**src/rtl/rf_write_arbiter.sv**
```systemverilog
// Register-file write-port arbiter: merges ALU writeback and load-return traffic into one RF write port.
// A one-entry hold buffer parks an ALU result that lost arbitration; a 1-bit round-robin pointer keeps both sides fair.
module rf_write_arbiter #(
    parameter int IALU_WORD_WIDTH = 16,
    parameter int REG_IDX_WIDTH   = 4,
    localparam int NREGS          = 2**REG_IDX_WIDTH
) (
    input  logic                       clock,
    input  logic                       reset,
    input  logic                       in_alu_vld,
    input  logic [IALU_WORD_WIDTH-1:0] in_alu_res,
    input  logic [REG_IDX_WIDTH-1:0]   in_alu_idx,
    output logic                       out_alu_stall,
    input  logic                       in_ld_vld,
    input  logic [IALU_WORD_WIDTH-1:0] in_ld_data,
    input  logic [REG_IDX_WIDTH-1:0]   in_ld_idx,
    output logic                       out_ld_rdy,
    output logic                       out_rf_we,
    output logic [REG_IDX_WIDTH-1:0]   out_rf_idx,
    output logic [IALU_WORD_WIDTH-1:0] out_rf_data,
    output logic [NREGS-1:0]           out_pend_mask
);

    logic                       hold_full;
    logic [REG_IDX_WIDTH-1:0]   hold_idx;
    logic [IALU_WORD_WIDTH-1:0] hold_data;
    logic                       rr;

    logic                       alu_req;
    logic [REG_IDX_WIDTH-1:0]   alu_idx;
    logic [IALU_WORD_WIDTH-1:0] alu_data;
    logic                       both_req;
    logic                       same_idx;
    logic                       grant_alu;
    logic                       grant_ld;

    // While the hold buffer is occupied it is the ALU candidate and live ALU inputs are ignored.
    always_comb begin
        alu_req   = hold_full | in_alu_vld;
        alu_idx   = hold_full ? hold_idx  : in_alu_idx;
        alu_data  = hold_full ? hold_data : in_alu_res;
        both_req  = alu_req & in_ld_vld;
        same_idx  = both_req & (alu_idx == in_ld_idx);
        grant_alu = 1'b0;
        grant_ld  = 1'b0;
        if (both_req) begin
            // Same destination: load goes first so the ALU value lands last.
            if (same_idx || rr) grant_ld  = 1'b1;
            else                grant_alu = 1'b1;
        end else begin
            grant_alu = alu_req;
            grant_ld  = in_ld_vld;
        end
    end

    assign out_ld_rdy    = grant_ld & ~reset;
    assign out_alu_stall = hold_full;
    assign out_pend_mask = hold_full ? (NREGS'(1) << hold_idx) : '0;

    always_ff @(posedge clock or posedge reset) begin
        if (reset) begin
            out_rf_we   <= 1'b0;
            out_rf_idx  <= '0;
            out_rf_data <= '0;
            hold_full   <= 1'b0;
            hold_idx    <= '0;
            hold_data   <= '0;
            rr          <= 1'b0;
        end else begin
            out_rf_we <= grant_alu | grant_ld;
            if (grant_alu) begin
                out_rf_idx  <= alu_idx;
                out_rf_data <= alu_data;
            end else if (grant_ld) begin
                out_rf_idx  <= in_ld_idx;
                out_rf_data <= in_ld_data;
            end

            // Pointer moves only on a real contention and then names the loser.
            if (both_req && !same_idx)
                rr <= grant_alu;

            if (hold_full) begin
                if (grant_alu)
                    hold_full <= 1'b0;
            end else if (in_alu_vld && !grant_alu) begin
                hold_full <= 1'b1;
                hold_idx  <= in_alu_idx;
                hold_data <= in_alu_res;
            end
        end
    end

endmodule

```
**config.mk**
```make
export PLATFORM = sky130hd
export DESIGN_NAME = rf_write_arbiter
export DESIGN_NICKNAME = d
export VERILOG_FILES = /design/src/rtl/rf_write_arbiter.sv
export SDC_FILE = /design/constraint.sdc
export NUM_CORES = 1
export LEC_CHECK = 0
export ABC_CLOCK_PERIOD_IN_PS = 2350
export CORE_ASPECT_RATIO = 1.1
export CORE_UTILIZATION = 30
export DETAILED_ROUTE_END_ITERATION = 10
export PLACE_DENSITY_LB_ADDON = 0.2
export SYNTH_ARGS = -nofsm -noshare
export SYNTH_HDL_FRONTEND = slang
export SYNTH_SLANG_ARGS = --single-unit
```
**constraint.sdc**
```tcl
create_clock -name clock -period 2.35 [get_ports clock]
set_input_delay 0.235 -clock clock [delete_from_list [all_inputs] [get_ports clock]]
set_output_delay 0.235 -clock clock [all_outputs]
set_load 0.05 [all_outputs]
```
==> reports/qor.yml <==
grt:
  grt_pass1_wl_mm: 11.7
  grt-ovfl-total: 0
  grt_pass1_vias: 2365
  grt_use_total_pct: 16.2
  grt_max_degree: 44
  antenna_found_initial: 0
cells_and_area:
  insertedDiodeCount: 0
  area_delta_synth_final_pct: 54.0
  drive_above_1_share_pct: 25.5
  utilization_pct: 47.6
  final_nets: 408
floorplan:
  die_w_um: 90.8
  design.die.area_um2: 9050
  row_count: 35
  core-area_um2: 8410
  dieHeight_um: 99.7
  num_io_pins: 83
  start_util_pct: 30.9
outcome:
  failed_checks: "negative setup slack"
  outcome: "complete, but fails checks"
place:
  place_congestion: 0.739
  dp_hpwl_mm: 5.06
  io_buffers: 82
worst_setup_path:
  critPathRequiredTime_ps: 2120
  path_class: "flip-flop to output pin"
  cp-start-kind: "flip-flop"
  crit_end: "out_ld_rdy"
  arrival_ps: 2180
  reg2reg_depth: 7
  r2r_start: "out_alu_stall$_DFF_PP0_"
  r2r_slack_ps: 30
  startpoint: "out_alu_stall$_DFF_PP0_"
  critPathMaxFanout: 7
  r2r-end: "out_rf_data[5]$_DFFE_PP0P_"
  end_kind: "output pin"
pwr:
  power_frac_clock_pct: 11.6
  powerDensity_nw_per_um2: 1010
  internal-power_w: 0.00230
  p_sw_share_pct: 43.1
  switchingPower_w: 0.00174
  leakage_nw: 1.76
  p_seq_share_pct: 31.4
  vdd_drop_max_mv: 0.535
  combPwrFrac_pct: 57.0
clocking:
  numCtsBuffers: 5
  h-tree-depth: 2
  clk_pin_slew_worst_paths_ps: 80
  cts_tree: "built"
  clk_latency_ps: 290
  clockBufferDepth: 2
  cts_root_buffer: "clkbuf_8"
  clock-sinks: 43
logic_synthesis:
  synth_cells: 269
  ys_seq_elements: 43
  syn-cell-area_um2: 2600
  synth_edf_count: 0
  synth_cell_types: 35
  yosysTopAreaCellShare_pct: 41.4
  synth_common_cells: "nor2_1, dfrtp_1, inv_1, mux2_4, a21oi_1"
  syn_avg_cell_area_um2: 9.67
  ys_seq_area_share_pct: 41.4
  ys.warnings.count: 0
  ys_async_sr_fraction_pct: 100
  postSynth.topFlopCell: "dfrtp_1"
  synthTopCellsByArea: "dfrtp_1, mux2_4, nor2_1"
  yosys.area.top_type: "dfrtp_1"
  syn-num-nets: 313
  yosysMostFrequentCell: "nor2_1"
drt:
  top_layer: "met4"
  wl_per_cell_um: 14.8
  drcViolationCount: 0
  wl_met1_mm: 3.27
  ant_nets: 0
  wl_met2_mm: 3.39
  wl_met3_um: 306
  drt-initial-drc-count: 105
  vias_per_cell: 4.89
  wl_mm: 7.05
  dr.pass1.iters: 4
  vias: 2329
min_path:
  holdCritPathClass: "input port to asynchronous set/reset pin"
timing:
  max_freq_mhz: 415
  post-route-period-util_pct: 103
  period_minus_slack_ps: 2410
  finalClockSkew_ps: 2.91
  slew_headroom_pct: 47.2
  setup_slack_ps: -62.1
  setup_viol: 1
  slew_violations: 0
  hold_violations: 0
  rsz0062_at_grt: "true"
  hold-worst-slack_ps: 469
  worstMarginPinSlew_ps: 788
job:
  maxCapViolations: 0
critical path, stage by stage (launching register included):
cell and delay (ps):
dfrtp_2 520, mux2i_2 290, xnor2_1 190, o41ai_4 390, buf_6 150, nand2_1 80, nor2_4 110, buf_12 140
worst min-delay path by stage:
stage / depth (start not counted) / end / from
finish: 3 / out_rf_data[0]$_DFFE_PP0P_ / reset
global route: 3 / out_rf_data[5]$_DFFE_PP0P_ / in_ld_data[5]
CTS: 3 / out_rf_data[1]$_DFFE_PP0P_ / reset
detailed placement: 1 / hold_data[0]$_DFFE_PP0P_ / hold_data[0]$_DFFE_PP0P_
global placement: 1 / hold_data[5]$_DFFE_PP0P_ / hold_data[5]$_DFFE_PP0P_
floorplan: 2 / out_rf_data[12]$_DFFE_PP0P_ / in_ld_data[12]
flip-flops by register name (all words and copies together) (netlist names):
register       cells
out_alu_stall      1
hold_idx           4
out_rf_we          1
hold_data         16
rr                 1
out_rf_data       16
out_rf_idx         4
cell type report:
| class | instances | area (µm²) |
|---|---|---|
| Fill cell | 833 | 4400 |
| Multi-Input combinational cell | 185 | 1440 |
| Timing Repair Buffer | 109 | 1190 |
| Sequential cell | 43 | 1080 |
| Tap cell | 111 | 139 |
| Clock buffer | 7 | 76.3 |
| Inverter | 20 | 75.1 |
| Clock inverter | 1 | 5.00 |
cell usage in the layout, fill, tap and decap left out, types with 2 or more instances in the layout:
| master | netlist | layout |
|---|---|---|
| a21oi_1 | 16 | 16 |
| nor3_2 | 1 | 9 |
| mux2_4 | 20 | 20 |
| nor4_2 | 0 | 2 |
| a21boi_0 | 9 | 9 |
| buf_12 | 0 | 17 |
| clkbuf_1 | 12 | 2 |
| nor2_1 | 47 | 46 |
| clkdlybuf4s50_1 | 0 | 64 |
| mux2i_1 | 6 | 4 |
| dfrtp_1 | 43 | 42 |
| a22oi_1 | 4 | 4 |
| mux2i_4 | 0 | 2 |
| xnor2_1 | 4 | 3 |
| buf_4 | 0 | 27 |
| nand2b_1 | 3 | 3 |
| nand3_1 | 3 | 3 |
| a221o_1 | 4 | 4 |
| nand2_1 | 15 | 15 |
| a221oi_1 | 6 | 6 |
| a211o_1 | 9 | 9 |
| a211oi_1 | 4 | 4 |
| a21o_1 | 4 | 4 |
| inv_1 | 20 | 19 |
| o221ai_1 | 10 | 10 |
| clkbuf_8 | 0 | 5 |
power by group through the flow:
stage	Combinational (W)	Sequential, W	Clock, W
after floorplan	0.00112	0.00166	0
after global placement	0.00223	0.00126	0
after detailed placement	0.00226	0.00127	0
after CTS	0.00231	0.00127	0.000482
after global routing	0.00246	0.00131	0.000515
final	0.00230	0.00127	0.000468
stage by stage:
step / setup WS (ps) / TNS [ps] / total power, W / cell area (µm²) / instances
global route: -173 / -824 / 0.00428 / 4010 / 476
CTS: -56.3 / -56.3 / 0.00406 / 4000 / 476
global placement: 25.3 / 0 / 0.00350 / 3870 / 465
detailed placement: -70.4 / -231 / 0.00353 / 3870 / 465
finish: -62.1 / -62.1 / 0.00404 / 4010 / 476
floorplan: -145 / -145 / 0.00278 / 2660 / 269
kinds of logic after synthesis:
| logic type | after synthesis | synth area share (%) |
|---|---|---|
| DFF | 43 | 41.4 |
| and+or+nand+nor | 85 | 14.7 |
| xor gates and xnor gates | 5 | 1.68 |
| muxes | 27 | 14.4 |
| AOI/OAI and AO/OA | 68 | 20.6 |
| buffers and inverters | 41 | 7.21 |
routing by layer:
| metal | up-vias | track usage, % |
|---|---|---|
| met5 | - | 0 |
| met2 | 73 | 27.6 |
| li1 | 1138 | - |
| met4 | 0 | 4.88 |
| met3 | 6 | 3.21 |
| met1 | 1112 | 20.9 |
repair_timing:
action,CTS,global route
hold buffers,0,0
hold endpoints to repair,0,0
endpoints found under the setup margin,1,13
gates resized for setup,5,1
setup buffers,3,0
Note: power is estimated with default switching activity, not from simulation.
